File: src/rtl/cntr_sched.sv
// cntr_sched: round-robin scheduler sharing one up-counter datapath among NREQ requesters.
// Latency: grant one cycle after req is sampled in IDLE; a job takes at least 4 cycles (IDLE, LOAD, RUN, DONE).
// Backpressure: none; a level req simply waits until granted, and dropping req mid-job does not cancel the job.
module cntr_sched #(
  parameter int NREQ = 4,
  parameter int W    = 4,
  parameter int IDW  = 2
) (
  input  logic              clk,
  input  logic              reset,
  input  logic [NREQ-1:0]   req,
  input  logic [NREQ*W-1:0] cfg_start,
  input  logic [NREQ*W-1:0] cfg_end,
  input  logic [NREQ*W-1:0] cfg_incr,
  input  logic              abort,
  output logic [NREQ-1:0]   gnt,
  output logic              busy,
  output logic [W-1:0]      cnt_out,
  output logic              done,
  output logic [IDW-1:0]    done_id,
  output logic              ovf,
  output logic              abrt
);

  typedef enum logic [1:0] {
    IDLE = 2'd0,
    LOAD = 2'd1,
    RUN  = 2'd2,
    DONE = 2'd3
  } state_t;

  state_t state, state_nxt;

  // Arbitration and job bookkeeping
  logic [IDW-1:0] last_id;   // index granted most recently; search starts just above it
  logic [IDW-1:0] cur_id;    // index owning the datapath
  logic [IDW-1:0] sel_id;
  logic           sel_vld;
  logic [IDW-1:0] hi_id;
  logic           hi_vld;
  logic [IDW-1:0] lo_id;

  // Selected requester's live configuration and its latched copy
  logic [W-1:0] sel_start, sel_end, sel_incr;
  logic [W-1:0] start_sh, end_sh, incr_sh;

  // Datapath decisions
  logic [W:0] sum;
  logic       carry;
  logic       cnt_step;
  logic       ovf_set;
  logic       abrt_set;
  logic       ovf_r;
  logic       abrt_r;

  // Round-robin pick: lowest requesting index above last_id, otherwise lowest requesting index overall
  always_comb begin
    hi_vld = 1'b0;
    hi_id  = '0;
    lo_id  = '0;
    for (int i = NREQ - 1; i >= 0; i--) begin
      if (req[i]) begin
        lo_id = IDW'(i);
        if (IDW'(i) > last_id) begin
          hi_vld = 1'b1;
          hi_id  = IDW'(i);
        end
      end
    end
    sel_vld = |req;
    sel_id  = hi_vld ? hi_id : lo_id;
  end

  // Mux the winning requester's configuration out of the packed buses
  always_comb begin
    sel_start = '0;
    sel_end   = '0;
    sel_incr  = '0;
    for (int i = 0; i < NREQ; i++) begin
      if (IDW'(i) == sel_id) begin
        sel_start = cfg_start[i*W +: W];
        sel_end   = cfg_end[i*W +: W];
        sel_incr  = cfg_incr[i*W +: W];
      end
    end
  end

  // Add with one extra bit so a carry out of W bits ends the job instead of wrapping
  always_comb begin
    sum   = {1'b0, cnt_out} + {1'b0, incr_sh};
    carry = sum[W];
  end

  // Next-state and termination decode; RUN checks abort, hit, overshoot, zero step, carry in that order
  always_comb begin
    state_nxt = state;
    cnt_step  = 1'b0;
    ovf_set   = 1'b0;
    abrt_set  = 1'b0;
    case (state)
      IDLE: begin
        if (sel_vld) begin
          state_nxt = LOAD;
        end
      end
      LOAD: begin
        if (abort) begin
          state_nxt = DONE;
          abrt_set  = 1'b1;
        end else begin
          state_nxt = RUN;
        end
      end
      RUN: begin
        if (abort) begin
          state_nxt = DONE;
          abrt_set  = 1'b1;
        end else if (cnt_out == end_sh) begin
          state_nxt = DONE;
        end else if (cnt_out > end_sh) begin
          state_nxt = DONE;
          ovf_set   = 1'b1;
        end else if (incr_sh == '0) begin
          state_nxt = DONE;
          ovf_set   = 1'b1;
        end else if (carry) begin
          state_nxt = DONE;
          ovf_set   = 1'b1;
        end else begin
          cnt_step  = 1'b1;
        end
      end
      DONE: begin
        state_nxt = IDLE;
      end
      default: begin
        state_nxt = IDLE;
      end
    endcase
  end

  // State register
  always_ff @(posedge clk or negedge reset) begin
    if (!reset) begin
      state <= IDLE;
    end else begin
      state <= state_nxt;
    end
  end

  // Grant, shadow configuration, counter and completion flags
  always_ff @(posedge clk or negedge reset) begin
    if (!reset) begin
      gnt      <= '0;
      cnt_out  <= '0;
      cur_id   <= '0;
      last_id  <= IDW'(NREQ - 1);
      start_sh <= '0;
      end_sh   <= '0;
      incr_sh  <= '0;
      ovf_r    <= 1'b0;
      abrt_r   <= 1'b0;
    end else begin
      case (state)
        IDLE: begin
          if (sel_vld) begin
            cur_id   <= sel_id;
            gnt      <= NREQ'(1) << sel_id;
            start_sh <= sel_start;
            end_sh   <= sel_end;
            incr_sh  <= sel_incr;
          end
          ovf_r  <= 1'b0;
          abrt_r <= 1'b0;
        end
        LOAD: begin
          cnt_out <= start_sh;
          abrt_r  <= abrt_set;
        end
        RUN: begin
          if (cnt_step) begin
            cnt_out <= sum[W-1:0];
          end
          ovf_r  <= ovf_set;
          abrt_r <= abrt_set;
        end
        DONE: begin
          gnt     <= '0;
          last_id <= cur_id;
          ovf_r   <= 1'b0;
          abrt_r  <= 1'b0;
        end
        default: begin
          gnt <= '0;
        end
      endcase
    end
  end

  // Completion status is only presented during the single DONE cycle
  always_comb begin
    busy    = (state != IDLE);
    done    = (state == DONE);
    done_id = done ? cur_id : '0;
    ovf     = done & ovf_r;
    abrt    = done & abrt_r;
  end

endmodule

File: config.mk
export PLATFORM = sky130hd
export DESIGN_NAME = cntr_sched
export DESIGN_NICKNAME = d
export VERILOG_FILES = /design/src/rtl/cntr_sched.sv
export SDC_FILE = /design/constraint.sdc
export NUM_CORES = 1
export LEC_CHECK = 0
export ABC_CLOCK_PERIOD_IN_PS = 3900
export CORE_MARGIN = 5
export CORE_UTILIZATION = 30
export CTS_CLUSTER_DIAMETER = 100
export CTS_CLUSTER_SIZE = 10
export DETAILED_ROUTE_END_ITERATION = 8
export GPL_TIMING_DRIVEN = 0
export PLACE_DENSITY = 0.56
export REMOVE_ABC_BUFFERS = 1
export SLEW_MARGIN = 20
export SYNTH_ARGS = -nofsm -noshare
export SYNTH_HDL_FRONTEND = slang
export SYNTH_SLANG_ARGS = --single-unit
export TNS_END_PERCENT = 100
File: constraint.sdc
create_clock -name clk -period 3.9 [get_ports clk]
set_input_delay 0.975 -clock clk [delete_from_list [all_inputs] [get_ports clk]]
set_output_delay 0.975 -clock clk [all_outputs]
set_load 0.02 [all_outputs]
==> impl_metrics.env <==
export IMPL_drc=0
export IMPL_fin_worst_skew_ps=6.54
export IMPL_layoutNonFillerInstCount=372
export IMPL_ir_drop_uv=218
export IMPL_avgSynthCellArea_sq_um=9.85
export IMPL_multiInputGateArea_sq_um=1310
export IMPL_setup_violations=0
export IMPL_vias=1771
export IMPL_clkLatencyLatePin_ps=270
export IMPL_r2r_start="last_id[1]$_DFFE_PN1P_"
export IMPL_diodes=0
export IMPL_crit_chain="clkdlybuf4s50_1 > or3b_1 > inv_2 > a211oi_4 > mux2i_1 > a211oi_2"
export IMPL_yosys_area_share_simple=0.139
export IMPL_cp_num_buf_inv=2
export IMPL_rr_worst_depth=5
export IMPL_max_freq_mhz=307
export IMPL_cts_tree="built"
export IMPL_grt_ovfl_total=0
export IMPL_avgRoutedWirePerCell_microns=14.5
export IMPL_rsz0062_at_grt="false"
export IMPL_crit_slowest_cell="a211oi_4"
export IMPL_hold_slack_ps=482
export IMPL_synth_seq_cells=28
export IMPL_antenna_left=0
export IMPL_syn_inst=214
export IMPL_antenna_found_initial=0
export IMPL_die_h_microns=93.8
export IMPL_hold_path_class="reg2reg"
export IMPL_cts_hold_buf=0
export IMPL_fin_area_sq_um=2910
export IMPL_io_pins=69
export IMPL_synth_cell_type_count=47
export IMPL_grt_use_total=0.126
export IMPL_pre_cts_slack_ps=302
export IMPL_cap_violations=0
export IMPL_holdPathEnd="ovf_r$_DFFE_PN0P_"
export IMPL_cts_resized_gates=0
export IMPL_totalWireLength_mm=5.41
export IMPL_crit_path_end_kind="flip-flop"
export IMPL_critPathKind="in2reg"
export IMPL_async_reset_ff_frac=1.00
export IMPL_fin_crit_ps=3260
export IMPL_io_buffers=68
export IMPL_yosys_area_share_adder=0.0926
export IMPL_relSlewSlack=0.338
export IMPL_path_max_fanout=13
export IMPL_synth_xor_area_frac=0.00831
export IMPL_critPathMaxStageDelay_ps=830
export IMPL_synth_edf_count=0
export IMPL_cts_root_buf="clkbuf_8"
export IMPL_cp_start_kind="input pin"
export IMPL_synth_ff_type="dfrtp_1"
export IMPL_grt_pass1_vias=1826
export IMPL_ff2ff_setup_slack_ps=1120
export IMPL_fin_util=0.426
export IMPL_numPlacedInstances=368
export IMPL_dpl_cell_area_sq_um=2850
export IMPL_drt_initial_drc_count=45
export IMPL_synthMuxAreaShare=0.108
export IMPL_regArea_sq_um=703
export IMPL_worstHoldStart="ovf_r$_DFFE_PN0P_"
export IMPL_cp_top_family="compound AO/OA/AOI/OAI gates"
export IMPL_synth_warnings=0
export IMPL_clkTransAtPathRegs_ps=100
export IMPL_netlist_area_sq_um=2110
export IMPL_arrival_ps=3390
export IMPL_cts_buffer_depth=2
export IMPL_min_path_cells=2
export IMPL_r2r_end="end_sh[0]$_DFFE_PN0P_"
export IMPL_synth_compound_area_frac=0.269
export IMPL_gp_congestion=0.808
export IMPL_final_setup_tns_ps=0
export IMPL_coreArea_sq_um=6830
export IMPL_status="finished, final reports clean"
export IMPL_n_fill_cell=702
export IMPL_leakage_nw=1.19
export IMPL_grt_pass1_wl_mm=8.96
export IMPL_finalWorstSetupSlack_ps=638
export IMPL_synth_top_family_by_area="compound AO/OA/AOI/OAI gates"
export IMPL_drive_gt1_frac=0.134
export IMPL_place_hpwl_mm=4.32
export IMPL_first_pass_iters=4
export IMPL_area_growth_syn_to_layout_pct=38.0
export IMPL_post_route_period_util=0.836
export IMPL_slew_viol_final=0
export IMPL_fp_dieW_microns=93.8
export IMPL_synth_seq_area_share=0.334
export IMPL_post_cts_buffers=0
export IMPL_num_rows=30
export IMPL_cts_htree_levels=1
export IMPL_cp_required_ps=4030
export IMPL_finalPower_mw=2.04
export IMPL_start_util=0.309
export IMPL_power_density_nw_per_um2=702
export IMPL_tightest_slew_ps=990
export IMPL_cts_made_buffers=3
export IMPL_hold_viol_final=0
export IMPL_vias_per_cell=4.76
export IMPL_grt_max_degree=29
export IMPL_nets=347
export IMPL_clkSinkCount=28
export IMPL_dieArea_sq_um=8800
final cells by class:
| type | count | share of cell area |
|---|---|---|
| repair buffers | 68 | 0.232 |
| flip-flops and latches | 28 | 0.242 |
| clock buffers | 4 | 0.0189 |
| multi-input cells | 163 | 0.449 |
| well taps | 96 | 0.0413 |
| inverters | 13 | 0.0168 |
registers in the layout (all words and copies together) (netlist names):
signal,flops
last_id,2
start_sh,4
end_sh,4
cnt_out,4
state,2
cur_id,2
incr_sh,4
ovf_r,1
abrt_r,1
gnt,4
layer usage:
layer	up-vias	wire (microns)	share of wire	track usage
met2	43	2440	0.45	0.198
met1	819	2650	0.49	0.176
met4	0	23	0.0043	0.0181
li1	907	-	-	-
met5	-	0	0	0
met3	2	300	0.055	0.0345
where the power goes:
part	switching [mW]	total, mW	leakage, nW	internal, mW
Combinational	0.684	1.29	0.829	0.603
Sequential	0.130	0.575	0.327	0.445
Clock	0.0914	0.182	0.0288	0.0904
Total	0.906	2.04	1.19	1.14
synth_stat cells (all sizes together) (2+ instances only):
cell / number / area share
and2: 6 / 0.019
a211oi: 38 / 0.18
dfstp: 2 / 0.025
mux2i: 16 / 0.076
nor4: 2 / 0.0089
nand2b: 5 / 0.015
inv: 13 / 0.023
buf: 5 / 0.017
nand2: 19 / 0.034
nor2b: 2 / 0.0059
o31ai: 3 / 0.011
ha: 14 / 0.083
dfrtp: 26 / 0.31
mux2: 6 / 0.032
clkbuf: 5 / 0.0089
xnor2: 2 / 0.0083
nand3b: 2 / 0.0071
nor2: 18 / 0.032
o21ai: 8 / 0.021
a21oi: 5 / 0.014
o21bai: 2 / 0.0071
worst max-delay path by stage:
stage | from | end | slack (ps) | cells after the start
floorplan | req[1] | end_sh[0]$_DFFE_PN0P_ | 1380 | 5
global placement | req[1] | end_sh[0]$_DFFE_PN0P_ | 310 | 6
detailed placement | req[1] | end_sh[0]$_DFFE_PN0P_ | 300 | 6
CTS | req[1] | end_sh[0]$_DFFE_PN0P_ | 610 | 6
global route | req[1] | end_sh[0]$_DFFE_PN0P_ | 480 | 6
finish | req[1] | end_sh[0]$_DFFE_PN0P_ | 640 | 6
logic make-up after synthesis:
logic type / after synthesis
AO/OA/AOI/OAI: 65
XOR/XNOR: 2
adder cells (fa/ha/maj): 15
buffers and inverters: 23
flip-flops: 28
multiplexers: 22
AND/OR/NAND/NOR: 59
placed cells by master, fill, tap and decap left out, types with 4 or more instances in the layout:
cell and count:
clkdlybuf4s50_1 67, dfrtp_1 26, a211oi_1 21, nand2_1 19, nor2_1 17, mux2i_1 16
a211oi_2 16, ha_1 14, inv_1 11, and2_1 5, nand2b_1 5, mux2_1 5
o21ai_0 4, clkbuf_8 4
worst reg2reg max path, stage by stage (launching register included):
cell and delay, ps:
dfstp_2 760, or3b_1 450, inv_2 100, a211oi_4 830
mux2i_1 390, a211oi_2 110
(Power assumes the default switching activity.)
